[src/rtl/m10k_stream_reader_pkg.sv]
// Shared types and sizes for the M10K stream reader.
package m10k_stream_reader_pkg;

  localparam int unsigned ADDR_W = 8;
  localparam int unsigned DATA_W = 32;
  localparam int unsigned BUF_D  = 4;

  typedef logic [ADDR_W-1:0] addr_t;
  typedef logic [DATA_W-1:0] word_t;
  // Word counts run 0..2^ADDR_W inclusive, hence one extra bit.
  typedef logic [ADDR_W:0]   cnt_t;

  typedef enum logic [1:0] {
    StIdle,
    StIssue,
    StDrain
  } rd_state_t;

endpackage

[src/rtl/m10k_stream_reader_if.sv]
// Control, M10K read port and output stream of the reader, bundled as one interface.
interface m10k_stream_reader_if;
  import m10k_stream_reader_pkg::*;

  logic  start;
  addr_t base_addr;
  cnt_t  length;
  logic  busy;
  logic  done;

  logic  mem_read;
  logic  mem_write;
  addr_t mem_address;
  word_t mem_readdata;

  logic  out_valid;
  logic  out_ready;
  word_t out_data;
  logic  out_last;

  modport master (
    input  start, base_addr, length, mem_readdata, out_ready,
    output busy, done, mem_read, mem_write, mem_address, out_valid, out_data, out_last
  );

  modport slave (
    output start, base_addr, length, mem_readdata, out_ready,
    input  busy, done, mem_read, mem_write, mem_address, out_valid, out_data, out_last
  );

endinterface

[src/rtl/m10k_stream_reader_fifo.sv]
// Fall-through FIFO: an incoming word is visible on rdata_o in the same cycle when empty.
module m10k_stream_reader_fifo #(
  parameter int unsigned Width = 33,
  parameter int unsigned Depth = 4
) (
  input  logic                         clk_i,
  input  logic                         rst_i,
  input  logic                         push_i,
  input  logic [Width-1:0]             wdata_i,
  input  logic                         pop_i,
  output logic [Width-1:0]             rdata_o,
  output logic [$clog2(Depth):0]       count_o,
  output logic                         full_o,
  output logic                         empty_o
);

  localparam int unsigned PtrW = $clog2(Depth);
  localparam int unsigned CntW = PtrW + 1;

  logic [Width-1:0] mem_q [Depth];
  logic [PtrW-1:0]  wptr_q, rptr_q;
  logic [CntW-1:0]  cnt_q;
  logic             store, deq;

  always_comb begin
    empty_o = (cnt_q == '0);
    full_o  = (cnt_q == CntW'(Depth));
    count_o = cnt_q;
    rdata_o = empty_o ? wdata_i : mem_q[rptr_q];
    // A word pushed and popped in the same cycle while empty bypasses storage.
    store   = push_i && !(empty_o && pop_i);
    deq     = pop_i && !empty_o;
  end

  always_ff @(posedge clk_i) begin
    if (rst_i) begin
      wptr_q <= '0;
      rptr_q <= '0;
      cnt_q  <= '0;
    end else begin
      if (store) begin
        mem_q[wptr_q] <= wdata_i;
        wptr_q        <= wptr_q + PtrW'(1);
      end
      if (deq) begin
        rptr_q <= rptr_q + PtrW'(1);
      end
      cnt_q <= cnt_q + CntW'(store) - CntW'(deq);
    end
  end

endmodule

[src/rtl/m10k_stream_reader.sv]
// Issues sequential M10K reads under a credit limit and streams the words out with backpressure.
module m10k_stream_reader
  import m10k_stream_reader_pkg::*;
(
  input  logic                 clk_i,
  input  logic                 rst_i,
  m10k_stream_reader_if.master bus
);

  localparam int unsigned CntW = $clog2(BUF_D) + 1;

  rd_state_t         state_q, state_d;
  addr_t             base_q, base_d;
  cnt_t              len_q, len_d;
  cnt_t              issued_q, issued_d;
  logic              done_q, done_d;
  logic              inflight_q;
  logic              last_tag_q;

  logic              mem_read;
  logic              is_last_read;
  logic              out_valid;
  logic              hs;
  logic [DATA_W:0]   fifo_rdata;
  logic [CntW-1:0]   fifo_count;
  logic              fifo_full;
  logic              fifo_empty;

  m10k_stream_reader_fifo #(
    .Width (DATA_W + 1),
    .Depth (BUF_D)
  ) u_fifo (
    .clk_i   (clk_i),
    .rst_i   (rst_i),
    .push_i  (inflight_q),
    .wdata_i ({last_tag_q, bus.mem_readdata}),
    .pop_i   (hs),
    .rdata_o (fifo_rdata),
    .count_o (fifo_count),
    .full_o  (fifo_full),
    .empty_o (fifo_empty)
  );

  always_comb begin
    // Credits: stored words plus the read in flight must never exceed the buffer.
    mem_read     = (state_q == StIssue) && !fifo_full &&
                   ((32'(fifo_count) + 32'(inflight_q)) < 32'(BUF_D));
    is_last_read = (issued_q == (len_q - cnt_t'(1)));
    out_valid    = !fifo_empty || inflight_q;
    hs           = out_valid && bus.out_ready;

    state_d  = state_q;
    base_d   = base_q;
    len_d    = len_q;
    issued_d = issued_q;
    done_d   = 1'b0;

    case (state_q)
      StIdle: begin
        if (bus.start) begin
          if (bus.length == '0) begin
            done_d = 1'b1;
          end else begin
            base_d   = bus.base_addr;
            len_d    = bus.length;
            issued_d = '0;
            state_d  = StIssue;
          end
        end
      end
      StIssue: begin
        if (mem_read) begin
          issued_d = issued_q + cnt_t'(1);
          if (issued_d == len_q) begin
            state_d = StDrain;
          end
        end
      end
      StDrain: begin
        if (hs && fifo_rdata[DATA_W]) begin
          state_d = StIdle;
          done_d  = 1'b1;
        end
      end
      default: state_d = StIdle;
    endcase
  end

  always_comb begin
    bus.busy        = (state_q != StIdle);
    bus.done        = done_q;
    bus.mem_read    = mem_read;
    bus.mem_write   = 1'b0;
    bus.mem_address = base_q + issued_q[ADDR_W-1:0];
    bus.out_valid   = out_valid;
    bus.out_data    = fifo_rdata[DATA_W-1:0];
    bus.out_last    = out_valid && fifo_rdata[DATA_W];
  end

  always_ff @(posedge clk_i) begin
    if (rst_i) begin
      state_q    <= StIdle;
      base_q     <= '0;
      len_q      <= '0;
      issued_q   <= '0;
      done_q     <= 1'b0;
      inflight_q <= 1'b0;
      last_tag_q <= 1'b0;
    end else begin
      state_q    <= state_d;
      base_q     <= base_d;
      len_q      <= len_d;
      issued_q   <= issued_d;
      done_q     <= done_d;
      inflight_q <= mem_read;
      last_tag_q <= mem_read && is_last_read;
    end
  end

endmodule

[src/flat_wrapper.sv]
// flat-port wrapper written by rule: the top's interface ports become plain ports
module m10k_stream_reader_flat import m10k_stream_reader_pkg::*;
  (clk_i, rst_i, bus_start, bus_base_addr, bus_length, bus_mem_readdata, bus_out_ready, bus_busy, bus_done, bus_mem_read, bus_mem_write, bus_mem_address, bus_out_valid, bus_out_data, bus_out_last);
  m10k_stream_reader_if bus_i ();
  input  logic clk_i;
  input  logic rst_i;
  input wire logic [$bits(bus_i.start)-1:0] bus_start;
  input wire logic [$bits(bus_i.base_addr)-1:0] bus_base_addr;
  input wire logic [$bits(bus_i.length)-1:0] bus_length;
  input wire logic [$bits(bus_i.mem_readdata)-1:0] bus_mem_readdata;
  input wire logic [$bits(bus_i.out_ready)-1:0] bus_out_ready;
  output wire logic [$bits(bus_i.busy)-1:0] bus_busy;
  output wire logic [$bits(bus_i.done)-1:0] bus_done;
  output wire logic [$bits(bus_i.mem_read)-1:0] bus_mem_read;
  output wire logic [$bits(bus_i.mem_write)-1:0] bus_mem_write;
  output wire logic [$bits(bus_i.mem_address)-1:0] bus_mem_address;
  output wire logic [$bits(bus_i.out_valid)-1:0] bus_out_valid;
  output wire logic [$bits(bus_i.out_data)-1:0] bus_out_data;
  output wire logic [$bits(bus_i.out_last)-1:0] bus_out_last;
  assign bus_i.start = bus_start;
  assign bus_i.base_addr = bus_base_addr;
  assign bus_i.length = bus_length;
  assign bus_i.mem_readdata = bus_mem_readdata;
  assign bus_i.out_ready = bus_out_ready;
  assign bus_busy = bus_i.busy;
  assign bus_done = bus_i.done;
  assign bus_mem_read = bus_i.mem_read;
  assign bus_mem_write = bus_i.mem_write;
  assign bus_mem_address = bus_i.mem_address;
  assign bus_out_valid = bus_i.out_valid;
  assign bus_out_data = bus_i.out_data;
  assign bus_out_last = bus_i.out_last;
  m10k_stream_reader u_core (.clk_i(clk_i), .rst_i(rst_i), .bus(bus_i));
endmodule
[config.mk]
export PLATFORM = sky130hd
export DESIGN_NAME = m10k_stream_reader_flat
export DESIGN_NICKNAME = d
export VERILOG_FILES = /design/src/rtl/m10k_stream_reader_pkg.sv /design/src/rtl/m10k_stream_reader_if.sv /design/src/rtl/m10k_stream_reader_fifo.sv /design/src/rtl/m10k_stream_reader.sv /design/src/flat_wrapper.sv
export SDC_FILE = /design/constraint.sdc
export NUM_CORES = 1
export LEC_CHECK = 0
export ABC_CLOCK_PERIOD_IN_PS = 3300
export BUFFER_PORTS_ARGS = -buffer_cell sky130_fd_sc_hd__clkbuf_2
export CELL_PAD_IN_SITES_DETAIL_PLACEMENT = 1
export CELL_PAD_IN_SITES_GLOBAL_PLACEMENT = 2
export CORE_UTILIZATION = 25
export DETAILED_ROUTE_END_ITERATION = 12
export HOLD_SLACK_MARGIN = 0.08
export MAX_ROUTING_LAYER = met4
export PLACE_DENSITY = 0.62
export SETUP_SLACK_MARGIN = 0.05
export SYNTH_ARGS = -nofsm -noshare
export SYNTH_HDL_FRONTEND = slang
export SYNTH_SLANG_ARGS = --single-unit
[constraint.sdc]
create_clock -name clk_i -period 3.3 [get_ports clk_i]
set_clock_uncertainty 0.2 [all_clocks]
set_input_delay 0.165 -clock clk_i [delete_from_list [all_inputs] [get_ports clk_i]]
set_output_delay 0.165 -clock clk_i [all_outputs]
set_load 0.05 [all_outputs]
; After elaboration in Yosys (flattened, before gate mapping)
; Memory sizes are Yosys's and may differ from the RTL's. A register that Yosys moved wholly into a read port is not among the register bits.
; Index checks and enable logic that the tools add are counted.
[totals]
out_inout_bits = 46
memories = 1
mem_bits_rw = 132
register_bits = 38
[memory_table]
columns = name, words, width, rd, rd_clocked_by_memory_dff, wr, line_no
row1 = u_core.u_fifo.mem_q, 4, 33, 1, 1, 1, m10k_stream_reader_fifo.sv:20  ; logic [Width-1:0] mem_q [Depth];
[op_classes]
n_reduce_logical = 21
bitwise = 1
n_addsub = 8
n_lt_le_gt_ge = 1
eq_ne = 10
n_mux = 20
[op_table]
columns = operator, count
row1 = $mux 33, 1
row2 = $lt 32x3->1 const B, 1
row3 = $mux 9, 3
row4 = $eq 9x9->1, 2
row5 = $pmux 9 s2, 1
row6 = $mux 2, 7
row7 = $add 9x1->9 const B, 1
row8 = $logic_and 1x1->1, 9
row9 = $logic_not 9->1, 1
row10 = $sub 9x1->9 const B, 1
row11 = $add 8x8->8, 1
row12 = $mux 1, 6
row13 = $ne 2x2->1 const B, 3
row14 = $pmux 2 s3, 1
row15 = $reduce_and 5->1, 1
row16 = $add 2x1->2 const B, 2
row17 = $add 3x1->4, 1
row18 = $ne 2x1->1 const B, 2
row19 = $reduce_and 4->1, 1
row20 = $reduce_bool 2->1, 2
row21 = $add 3x1->3, 1
row22 = $eq 3x3->1 const B, 1
row23 = $logic_not 1->1, 3
row24 = $logic_not 3->1, 1
row25 = 8 further kinds, 8

; Longest topological paths before layout
[logic_depth]
depth_word = 10
mapped_depth = 9

; Modules after synthesis
; From an unflattened synthesis, not the netlist that was laid out.
[hier_totals]
cells_unflattened = 519
hier_area_um2 = 7747.4
[by_module_without_submodules]
columns = mod, instances, area_per_inst_um2, cells_per_inst, seq_area_each_um2
row1 = m10k_stream_reader_fifo, 1, 5640.4, 258, 4144.0
row2 = m10k_stream_reader, 1, 2107.0, 261, 620.6

; Worst setup path after synthesis
; No wires, ideal clock.
[synth_timing]
path_type = reg2out
start = register u_core.issued_q[0]
end = output port bus_mem_address[6]
path_stages_with_launch = 10
slack_ns = 0.558
t_required_ns = 2.935
n_path_buf = 0
arrival_time_ns = 2.377
path_cell_list = dfxtp_1 > ha_1 > inv_1 > fa_1 > nor2b_1 > o21ai_1 > a21boi_1 > o21a_1 > nor2_1 > xnor2_1
[synth_between]
elab_chain_cells = 1
[synth_rtl]
columns = item, line_no
row1 = from (decl), m10k_stream_reader.sv:15  ; cnt_t issued_q, issued_d;
row2 = from (signal assigned), m10k_stream_reader.sv:113  ; issued_q <= issued_d;
row3 = $add 8x8->8, m10k_stream_reader.sv:94  ; bus.mem_address = base_q + issued_q[ADDR_W-1:0];
row4 = to (decl), flat_wrapper.sv:16  ; output wire logic [$bits(bus_i.mem_address)-1:0] bus_mem_address;
; Every way passes these cells.

; Worst setup path after layout
[layout_timing]
start = register u_core.issued_q[1]
end = output port bus_mem_address[7]
; Same word-level chain as after synthesis.

==> flow_metrics.tcl <==
set metrics [dict create \
    status "finished, final reports clean" \
    grt-ovfl-total 0 \
    clockBufferDepth 2 \
    cp-start-kind "flip-flop" \
    rr_worst_depth 8 \
    multi_input_area_sq_um 2600 \
    drc 0 \
    top_level_ports 99 \
    antenna_cells 0 \
    postCtsSetupRepairBufs 0 \
    port_buffers 97 \
    swShare 0.385 \
    synthesis.area_sq_um 7530 \
    holdBufCountCts 53 \
    synth_commonest_cells "132 x edfxtp_1, 49 x nand2_1, 40 x dfxtp_1" \
    ys.warnings.count 0 \
    drtIter0Drc 263 \
    dp_hpwl_um 12000 \
    crit_path_end "bus_mem_address[7]" \
    place_inst 989 \
    min-delay-path-class "reg2reg" \
    whs_ns 0.265 \
    std_cell_rows 63 \
    clkTransAtPathRegs_ns 0.09 \
    h-tree-depth 4 \
    fmaxAchievable_ghz 0.339 \
    drv_slew 0 \
    ys_ff_latch 172 \
    fin_crit_sh 0.893 \
    reg2reg_to "u_core.state_q[1]" \
    clkLatencyLatePin_ns 0.44 \
    synthFlopType "edfxtp_1" \
    fin_tns_setup_ns 0 \
    vias 4797 \
    cts.sinks 172 \
    hold_violations 0 \
    cap_viol_max_count 0 \
    synth.avg_cell_area_sq_um 14.6 \
    cts_buffers 17 \
    die_h_um 176 \
    min_from "u_core.base_q[2]" \
    place.gp.congestion 0.761 \
    syn_to_final_growth_pct 27.7 \
    hold_depth 2 \
    synth_area_leader_cell "edfxtp_1" \
    postPlaceCellArea_sq_um 8520 \
    clockRootBuffer "clkbuf_16" \
    powerDensity_nw_per_um2 726 \
    wl_per_cell_um 17.0 \
    cts_resized 0 \
    crit_fanout 8 \
    async_flop_share 0 \
    combPwrFrac 0.356 \
    vdd_drop_max_mv 0.376 \
    antenna_found_initial 0 \
    synth_top_area_frac 0.526 \
    final_nets 742 \
    startpoint "u_core.issued_q[1]" \
    cts_tree "done" \
    r2r-start "u_core.issued_q[1]" \
    syn_nets 588 \
    synth_cell_types 49 \
    r2r_setup_slack_ns 0.52 \
    path_class "reg2out" \
    synth.most_common_cell "edfxtp_1" \
    period_needed_ns 2.95 \
    track_usage 0.129 \
    dr.pass1.iters 4 \
    viasPerCell 4.47 \
    setup_viol 0 \
    dieWidth_um 176 \
    grt_pass1_vias 5239 \
    switchingPower_uw 2680 \
    drtAntennaViolNets 0 \
    fillers 3180 \
    wirelength_um 18200 \
    die_area_sq_um 30800 \
    netlist_top_cells_area "edfxtp_1 53%, dfxtp_1 11%, mux4_2 9.9%" \
    p_leak_uw 0.00342 \
    regArea_sq_um 4770 \
    rsz0062_at_grt "false" \
    ys_seq_area_frac 0.633 \
    coreArea_sq_um 29600 \
    relSlewSlack 0.286 \
    final_area_sq_um 9620 \
    drive_gt1_frac 0.310 \
    crit_path_end_kind "primary output" \
    required_ns 2.93 \
    netlist_instances 517 \
    instances_no_fill 1073 \
    place_ws_ns 0.778 \
    initial_core_util 0.254 \
    worstMarginPinSlew_ns 1.07 \
    fin_ws_ns 0.352 \
    critPathArrivalTime_ns 2.58 \
    grt_start_max_net_pins 34 \
    p_seq_frac 0.363 \
    internal_power_uw 4300 \
    grt_pass1_wl_um 29100 \
    clockPowerShare 0.281 \
    synth_edf_count 132 \
]
[power by group through the flow]
stage,registers [uW],logic [uW],clock network [uW]
CTS,2540,2530,2020
floorplan,2500,1950,0
finish,2530,2480,1960
global route,2560,2660,2100
detailed placement,2590,2460,0
global placement,2580,2440,0
[area by class of cell]
cell class,instances,share of cell area
clock buffers,17,0.0442
clock inverters,14,0.0150
repair buffers,160,0.116
inverters,20,0.00780
well taps,390,0.0507
flip-flops and latches,172,0.496
multi-input cells,300,0.271
[placed cells by master (no fill, tap or decap), types with 5 or more instances in the layout]
master / synthesis / layout
a21oi_1: 25 / 25
buf_4: 1 / 8
clkbuf_16: 0 / 17
clkbuf_2: 0 / 97
dfxtp_1: 40 / 38
dlygate4sd3_1: 0 / 53
edfxtp_1: 132 / 132
ha_1: 16 / 16
inv_1: 20 / 20
inv_8: 0 / 6
mux2_2: 32 / 32
mux4_2: 33 / 33
nand2_1: 49 / 49
nand3_1: 11 / 11
nor2_1: 21 / 21
nor2b_1: 8 / 8
o21ai_0: 5 / 5
o21ai_1: 8 / 8
o31ai_1: 5 / 5
xnor2_1: 21 / 21
xor2_1: 11 / 11
[per-layer routing]
layer / vias to the layer above / share of wire / global-route usage
met3: 15 / 0.029 / 0.0225
met1: 2442 / 0.45 / 0.154
met2: 92 / 0.51 / 0.222
met4: 0 / 0.011 / 0.0359
li1: 2248 / - / -
met5: - / 0 / -
[how the worst min path moves through the flow]
stage | end | slack (ns)
after floorplan | u_core.u_fifo.mem_q[0][0] | 0.06
after global placement | u_core.base_q[0] | 0.19
after detailed placement | u_core.base_q[1] | 0.20
after CTS | u_core.base_q[2] | 0.27
after global routing | u_core.base_q[7] | 0.29
final | u_core.base_q[2] | 0.26
[kinds of logic (layout without fill, tap and decap cells)]
logic type               count (synthesis)  in the layout  share of synthesized area
adder cells (fa/ha/maj)                 18             18                     0.0319
AO/OA/AOI/OAI                           60             60                     0.0474
multiplexers                            67             67                      0.149
flip-flops                             172            172                      0.633
buffers and inverters                   45            211                     0.0229
other                                    1              1                   0.000498
AND/OR/NAND/NOR                        122            122                     0.0783
XOR/XNOR                                32             32                     0.0372
[metrics by stage]
stage / power, uW / util
floorplan: 4450 / -
global placement: 5020 / 0.287
detailed placement: 5060 / 0.287
CTS: 7090 / 0.325
global route: 7310 / 0.325
finish: 6980 / 0.325
[sequential cells by signal, summed over array words and instances (netlist names), named ones only]
| register | flops |
|---|---|
| u_core.u_fifo.rptr_q | 2 |
| u_core.u_fifo.wptr_q | 2 |
| u_core.last_tag_q | 1 |
| u_core.len_q | 9 |
| u_core.state_q | 2 |
| u_core.issued_q | 9 |
| u_core.base_q | 8 |
| u_core.inflight_q | 1 |
| u_core.u_fifo.count_o | 3 |
| u_core.u_fifo.mem_q | 132 |
| u_core.bus.done | 1 |
[critical path: stages (launching register included)]
cell and delay [ns]:
dfxtp_1 0.49, ha_1 0.28, a21o_1 0.17, a21oi_1 0.25, o21ai_1 0.14, o41ai_1 0.33
xnor2_1 0.18, clkbuf_2 0.30
(Power assumes the default switching activity.)
